===== config.mk =====
export PLATFORM = sky130hd
export DESIGN_NAME = seq_mult_ctrl
export DESIGN_NICKNAME = d
export VERILOG_FILES = /design/src/rtl/seq_mult_pkg.sv /design/src/rtl/iter_counter.sv /design/src/rtl/seq_mult_ctrl.sv
export SDC_FILE = /design/constraint.sdc
export NUM_CORES = 1
export LEC_CHECK = 0
export BUFFER_PORTS_ARGS = -buffer_cell sky130_fd_sc_hd__buf_2
export CAP_MARGIN = 40
export CELL_PAD_IN_SITES_DETAIL_PLACEMENT = 0
export CELL_PAD_IN_SITES_GLOBAL_PLACEMENT = 2
export CORE_MARGIN = 10
export CORE_UTILIZATION = 29
export CTS_BUF_LIST = sky130_fd_sc_hd__clkbuf_8
export DETAILED_ROUTE_END_ITERATION = 12
export HOLD_SLACK_MARGIN = 0.12
export PLACE_DENSITY = 0.78
export SLEW_MARGIN = 5
export SYNTH_ARGS = -nofsm -noshare
export SYNTH_HDL_FRONTEND = slang
export SYNTH_SLANG_ARGS = --single-unit

===== constraint.sdc =====
create_clock -name clk -period 1.4 [get_ports clk]
set_clock_uncertainty 0.1 [all_clocks]
set_input_delay 0.07 -clock clk [delete_from_list [all_inputs] [get_ports clk]]
set_output_delay 0.07 -clock clk [all_outputs]
set_load 0.005 [all_outputs]

===== src/rtl/seq_mult_pkg.sv =====
// Shared types and defaults for the sequential multiplier controller and its datapath top.
package seq_mult_pkg;

  localparam int unsigned DEFAULT_MAX_ITER = 3;
  localparam int unsigned DEFAULT_CNT_W    = 2;

  typedef enum logic [2:0] {
    IDLE,
    LOAD,
    TEST,
    ADD,
    DONE,
    ERR
  } mult_state_t;

  typedef struct packed {
    logic load_a;
    logic load_b;
    logic clear;
    logic dec_b;
    logic load_f;
    logic busy;
    logic done;
    logic err;
  } ctrl_out_t;

  // Moore output decode; applied to the next state so outputs can be registered.
  function automatic ctrl_out_t decode_state(input mult_state_t s);
    ctrl_out_t o;
    o = '0;
    case (s)
      LOAD: begin
        o.load_a = 1'b1;
        o.load_b = 1'b1;
        o.clear  = 1'b1;
        o.busy   = 1'b1;
      end
      TEST: o.busy = 1'b1;
      ADD: begin
        o.dec_b  = 1'b1;
        o.load_f = 1'b1;
        o.busy   = 1'b1;
      end
      DONE: begin
        o.done = 1'b1;
        o.busy = 1'b1;
      end
      ERR: begin
        o.err  = 1'b1;
        o.busy = 1'b1;
      end
      default: o = '0;
    endcase
    return o;
  endfunction

endpackage


===== src/rtl/iter_counter.sv =====
// Iteration counter for the multiplier controller: clearable, saturating at MAX_ITER.
module iter_counter
  import seq_mult_pkg::*;
#(
  parameter int unsigned MAX_ITER = DEFAULT_MAX_ITER,
  parameter int unsigned CNT_W    = DEFAULT_CNT_W
) (
  input  logic clk,
  input  logic rst_n,
  input  logic clr,
  input  logic inc,
  output logic at_max
);

  logic [CNT_W-1:0] cnt_q;
  logic [CNT_W-1:0] cnt_d;

  assign at_max = (cnt_q == CNT_W'(MAX_ITER));

  always_comb begin
    cnt_d = cnt_q;
    if (clr) begin
      cnt_d = '0;
    end else if (inc && !at_max) begin
      cnt_d = cnt_q + CNT_W'(1);
    end
  end

  always_ff @(posedge clk or negedge rst_n) begin
    if (!rst_n) begin
      cnt_q <= '0;
    end else begin
      cnt_q <= cnt_d;
    end
  end

endmodule


===== src/rtl/seq_mult_ctrl.sv =====
// Control FSM for the sequential multiplier: load, repeated add/decrement until B is zero,
// with a bounded iteration count that flags a datapath which never reaches zero.
module seq_mult_ctrl
  import seq_mult_pkg::*;
#(
  parameter int unsigned MAX_ITER = DEFAULT_MAX_ITER,
  parameter int unsigned CNT_W    = DEFAULT_CNT_W
) (
  input  logic clk,
  input  logic rst_n,
  input  logic start,
  input  logic abort,
  input  logic zero,
  output logic loadA,
  output logic loadB,
  output logic clear,
  output logic decB,
  output logic loadF,
  output logic busy,
  output logic done,
  output logic err
);

  mult_state_t state_q;
  mult_state_t state_d;
  ctrl_out_t   out_q;
  ctrl_out_t   out_d;
  logic        cnt_clr;
  logic        cnt_inc;
  logic        at_max;

  iter_counter #(
    .MAX_ITER(MAX_ITER),
    .CNT_W   (CNT_W)
  ) u_iter_counter (
    .clk   (clk),
    .rst_n (rst_n),
    .clr   (cnt_clr),
    .inc   (cnt_inc),
    .at_max(at_max)
  );

  always_comb begin
    state_d = state_q;
    cnt_clr = 1'b0;
    cnt_inc = 1'b0;
    if (state_q != IDLE && abort) begin
      state_d = IDLE;
      cnt_clr = 1'b1;
    end else begin
      case (state_q)
        IDLE: if (start) state_d = LOAD;
        LOAD: begin
          state_d = TEST;
          cnt_clr = 1'b1;
        end
        TEST: begin
          if (zero) begin
            state_d = DONE;
          end else if (at_max) begin
            state_d = ERR;
          end else begin
            state_d = ADD;
          end
        end
        ADD: begin
          state_d = TEST;
          cnt_inc = 1'b1;
        end
        DONE:    state_d = IDLE;
        ERR:     state_d = IDLE;
        default: state_d = IDLE;
      endcase
    end
    // Decoding the next state keeps outputs registered yet aligned with the state they belong to.
    out_d = decode_state(state_d);
  end

  always_ff @(posedge clk or negedge rst_n) begin
    if (!rst_n) begin
      state_q <= IDLE;
      out_q   <= '0;
    end else begin
      state_q <= state_d;
      out_q   <= out_d;
    end
  end

  assign loadA = out_q.load_a;
  assign loadB = out_q.load_b;
  assign clear = out_q.clear;
  assign decB  = out_q.dec_b;
  assign loadF = out_q.load_f;
  assign busy  = out_q.busy;
  assign done  = out_q.done;
  assign err   = out_q.err;

endmodule


==> metrics.log <==
[metrics] internal power of the cells: 0.6596 mW
[metrics] Core Area: 1541 um^2
[metrics] part of the power in combinational logic: 17.8%
[metrics] Max Cap Violations: 0
[metrics] sum of routed wire length over all layers: 1.016 mm
[metrics] row count: 14
[metrics] portion of the post-synthesis area used by sequential elements: 51.41%
[metrics] Clk Latency, worst-skew pair: 0.23 ns
[metrics] reg-to-reg critical path endpoint: u_iter_counter.cnt_q[1]
[metrics] worst min path class: in2async
[metrics] unrepaired setup endpoints after global routing: false
[metrics] endpoint arrival time on the critical path: 1.35 ns
[metrics] Setup TNS Final: 0 ns
[metrics] crit path kind: reg2reg
[metrics] Die ar.: 3717 um^2
[metrics] antenna violations before repair: 0
[metrics] post-detailed-route DRC marker count: 0
[metrics] commonest cells after routing, fill and taps aside: sky130_fd_sc_hd__buf_2 (12), sky130_fd_sc_hd__dfrtp_1 (10), sky130_fd_sc_hd__nor2_1 (7)
[metrics] combinational family with the most area after synthesis: simple AND/OR/NAND/NOR gates
[metrics] length of the first detailed-routing pass in iterations: 3
[metrics] Setup WS pre-CTS: 0.02437 ns
[metrics] #FFs+latches synth: 10
[metrics] H-tree levels: 1
[metrics] CP Capture Type: flip-flop
[metrics] portion of total power attributed to sequential cells: 41.4%
[metrics] largest net degree at the start of global routing: 11
[metrics] half-perimeter wire length after placement: 738.1 um
[metrics] Buffers on Ports: 12
[metrics] least setup slack across all paths after layout: 0.07640 ns
[metrics] power density over cell area: 1355 nW/um^2
[metrics] Register Area: 250.2 um^2
[metrics] final hold violation count: 0
[metrics] total power of the final layout: 0.8796 mW
[metrics] Compound-Gate Fraction of Synth Area: 7.198%
[metrics] clock buffer count from CTS: 3
[metrics] CTS clk-pin slew, worst paths: 0.05 ns
[metrics] initial drt markers: 9
[metrics] initial core utilization: 31.57%
[metrics] run status: finished, final reports clean
[metrics] endpoint required time on the critical path: 1.43 ns
[metrics] Worst R2R Path Depth: 4
[metrics] sw frac: 25.02%
[metrics] number of pins exceeding their max-slew limit in the final report: 0
[metrics] setup slack of the most critical reg-to-reg path: 0.08 ns
[metrics] Routability Congestion: 0.6886
[metrics] pin slew with the least headroom to its limit: 0.3057 ns
[metrics] post-synthesis to final-layout area growth: 33.42%
[metrics] simple-gate share of the synthesized area: 25.71%
[metrics] beginning of the worst register-to-register path: u_iter_counter.cnt_q[0]
[metrics] Vias/cell: 4.800
[metrics] CTS tree: built
[metrics] Die X-Extent: 60.97 um
[metrics] final worst path period need: 1.324 ns
[metrics] Max Root-Sink Buffers: 2
[metrics] post-synthesis cell type count: 23
[metrics] total number of vias: 384
[metrics] adder-cell share of the synthesized area: 2.571%
[metrics] synthesized area divided by synthesized cell count: 10.58 um^2
[metrics] power spent charging and discharging nets: 0.2200 mW
[metrics] XOR/XNOR Fraction of Synth Area: 0%
[metrics] via count of the first global-routing pass: 387
[metrics] syn nets: 52
[metrics] share of synthesized area spent on multiplexers: 5.141%
[metrics] launching instance or port of the critical path: u_iter_counter.cnt_q[0]
[metrics] global-route wire length before repair: 1.642 mm
[metrics] crit-path max FO: 4
[metrics] post-synth design cell area: 486.7 um^2
[metrics] post-detailed-route count of antenna-violating nets: 0
[metrics] clock share of power: 40.8%
[metrics] final setup fails: 0
[metrics] slew margin rel.: 79.62%
[metrics] Net count, final: 71
[metrics] GR Util All Layers: 6.039%
[metrics] worst-case vdd ir drop: 0.6655 mV
[metrics] leakage dissipation: 0.3337 nW
[metrics] share of cells above drive strength 1: 37.50%
[metrics] Final period util: 94.54%
[metrics] # clock sinks: 10
[metrics] commonest non-fill, non-tap cell in the layout: sky130_fd_sc_hd__buf_2
[metrics] height of the die: 60.97 um
[metrics] number of top-level pins: 13
[metrics] instance count of the mapped netlist: 46
[metrics] diodes inserted: 0
[metrics] number of fill cells: 167
[metrics] count of synthesis-stage warnings from yosys: 0
[metrics] Max Freq: 0.7555 GHz
[metrics] area taken by multi-input logic gates: 200.2 um^2
[metrics] startpoint class of the critical path: flip-flop
[metrics] total congestion overflow: 0
[metrics] master cell of the clock root buffer: sky130_fd_sc_hd__clkbuf_8
[metrics] average wire length per cell after detail routing: 12.70 um
-- metrics by stage --
stage               instance area [um^2]  utilization [%]  cells  hold WS, ns
finish                             649.4            42.13     80       0.1229
floorplan                          486.7                -     46      -0.3256
detailed placement                 554.3            35.96     72      -0.1552
CTS                                639.4            41.48     79       0.1317
global route                       649.4            42.13     80       0.1599
global placement                   554.3            35.96     72      -0.1552
-- state kept, by name, indices dropped and copies added (netlist names) --
name,flops
state_q,3
u_iter_counter.cnt_q,2
busy,1
clear,1
decB,1
done,1
err,1
-- final cells by class --
type	count	share of cell area, %
well taps	16	3.083
inverters	3	1.734
flip-flops and latches	10	38.54
repair buffers	18	17.34
clock buffers	4	8.478
multi-input cells	29	30.83
-- power groups by stage --
stage               Combinational (mW)  Clock [mW]  Sequential, mW
global route                     0.178       0.387           0.370
detailed placement               0.151           0           0.366
CTS                              0.158       0.372           0.362
global placement                 0.150           0           0.367
finish                           0.156       0.359           0.364
floorplan                        0.118           0           0.353
-- layer usage --
metal / track usage (%) / part of all wire (%)
met1: 6.147 / 43
met2: 9.316 / 45
met3: 2.923 / 9.6
met4: 4.702 / 2.2
met5: 0 / 0
-- kinds of logic (layout without fill, tap and decap cells) --
family | count (synthesis) | after routing
and+or+nand+nor | 20 | 20
DFF | 10 | 10
muxes | 2 | 2
adders and majority gates | 1 | 1
buffers and inverters | 7 | 25
AOI/OAI and AO/OA | 6 | 6
-- worst max path at each step --
stage                              endpoint  slack (ns)
global placement    u_iter_counter.cnt_q[1]        0.04
global route        u_iter_counter.cnt_q[1]      0.0005
CTS                 u_iter_counter.cnt_q[1]        0.01
floorplan           u_iter_counter.cnt_q[1]        0.05
detailed placement  u_iter_counter.cnt_q[1]        0.02
finish              u_iter_counter.cnt_q[1]        0.08
-- what timing repair did --
item,4_1_cts,5_1_grt
setup endpoints to repair,0,1
hold buffers,3,0
buffers inserted,0,1
resized for setup,0,1
hold endpoints to repair,15,0
-- worst max-delay path, cell delays in order, from the launching register on --
cell,delay [ns]
sky130_fd_sc_hd__dfrtp_1,0.39
sky130_fd_sc_hd__ha_2,0.20
sky130_fd_sc_hd__and4bb_2,0.29
sky130_fd_sc_hd__mux2i_1,0.17
sky130_fd_sc_hd__nor2_1,0.05
-- cell usage after synthesis --
cell type	instances	area [um^2]
sky130_fd_sc_hd__o32ai_1	1	8.760
sky130_fd_sc_hd__ha_1	1	12.51
sky130_fd_sc_hd__dfrtp_1	10	250.2
sky130_fd_sc_hd__a21oi_1	2	10.01
sky130_fd_sc_hd__nor2b_1	1	6.260
sky130_fd_sc_hd__a31oi_1	1	6.260
sky130_fd_sc_hd__mux2i_1	1	10.01
sky130_fd_sc_hd__buf_4	3	22.52
sky130_fd_sc_hd__nor2_1	7	26.28
sky130_fd_sc_hd__inv_1	3	11.26
sky130_fd_sc_hd__nand2b_1	1	6.260
sky130_fd_sc_hd__nor4_2	1	12.51
sky130_fd_sc_hd__nor3_1	1	5.000
sky130_fd_sc_hd__nor3b_1	3	22.52
sky130_fd_sc_hd__o21ai_1	1	5.000
sky130_fd_sc_hd__and2b_1	1	7.510
sky130_fd_sc_hd__nand2_1	2	7.510
sky130_fd_sc_hd__and4bb_2	1	12.51
sky130_fd_sc_hd__nor3b_2	1	12.51
sky130_fd_sc_hd__o21ai_0	1	5.000
sky130_fd_sc_hd__clkbuf_2	1	5.000
sky130_fd_sc_hd__mux2_4	1	15.01
sky130_fd_sc_hd__and2_1	1	6.260
(Power assumes the default switching activity.)
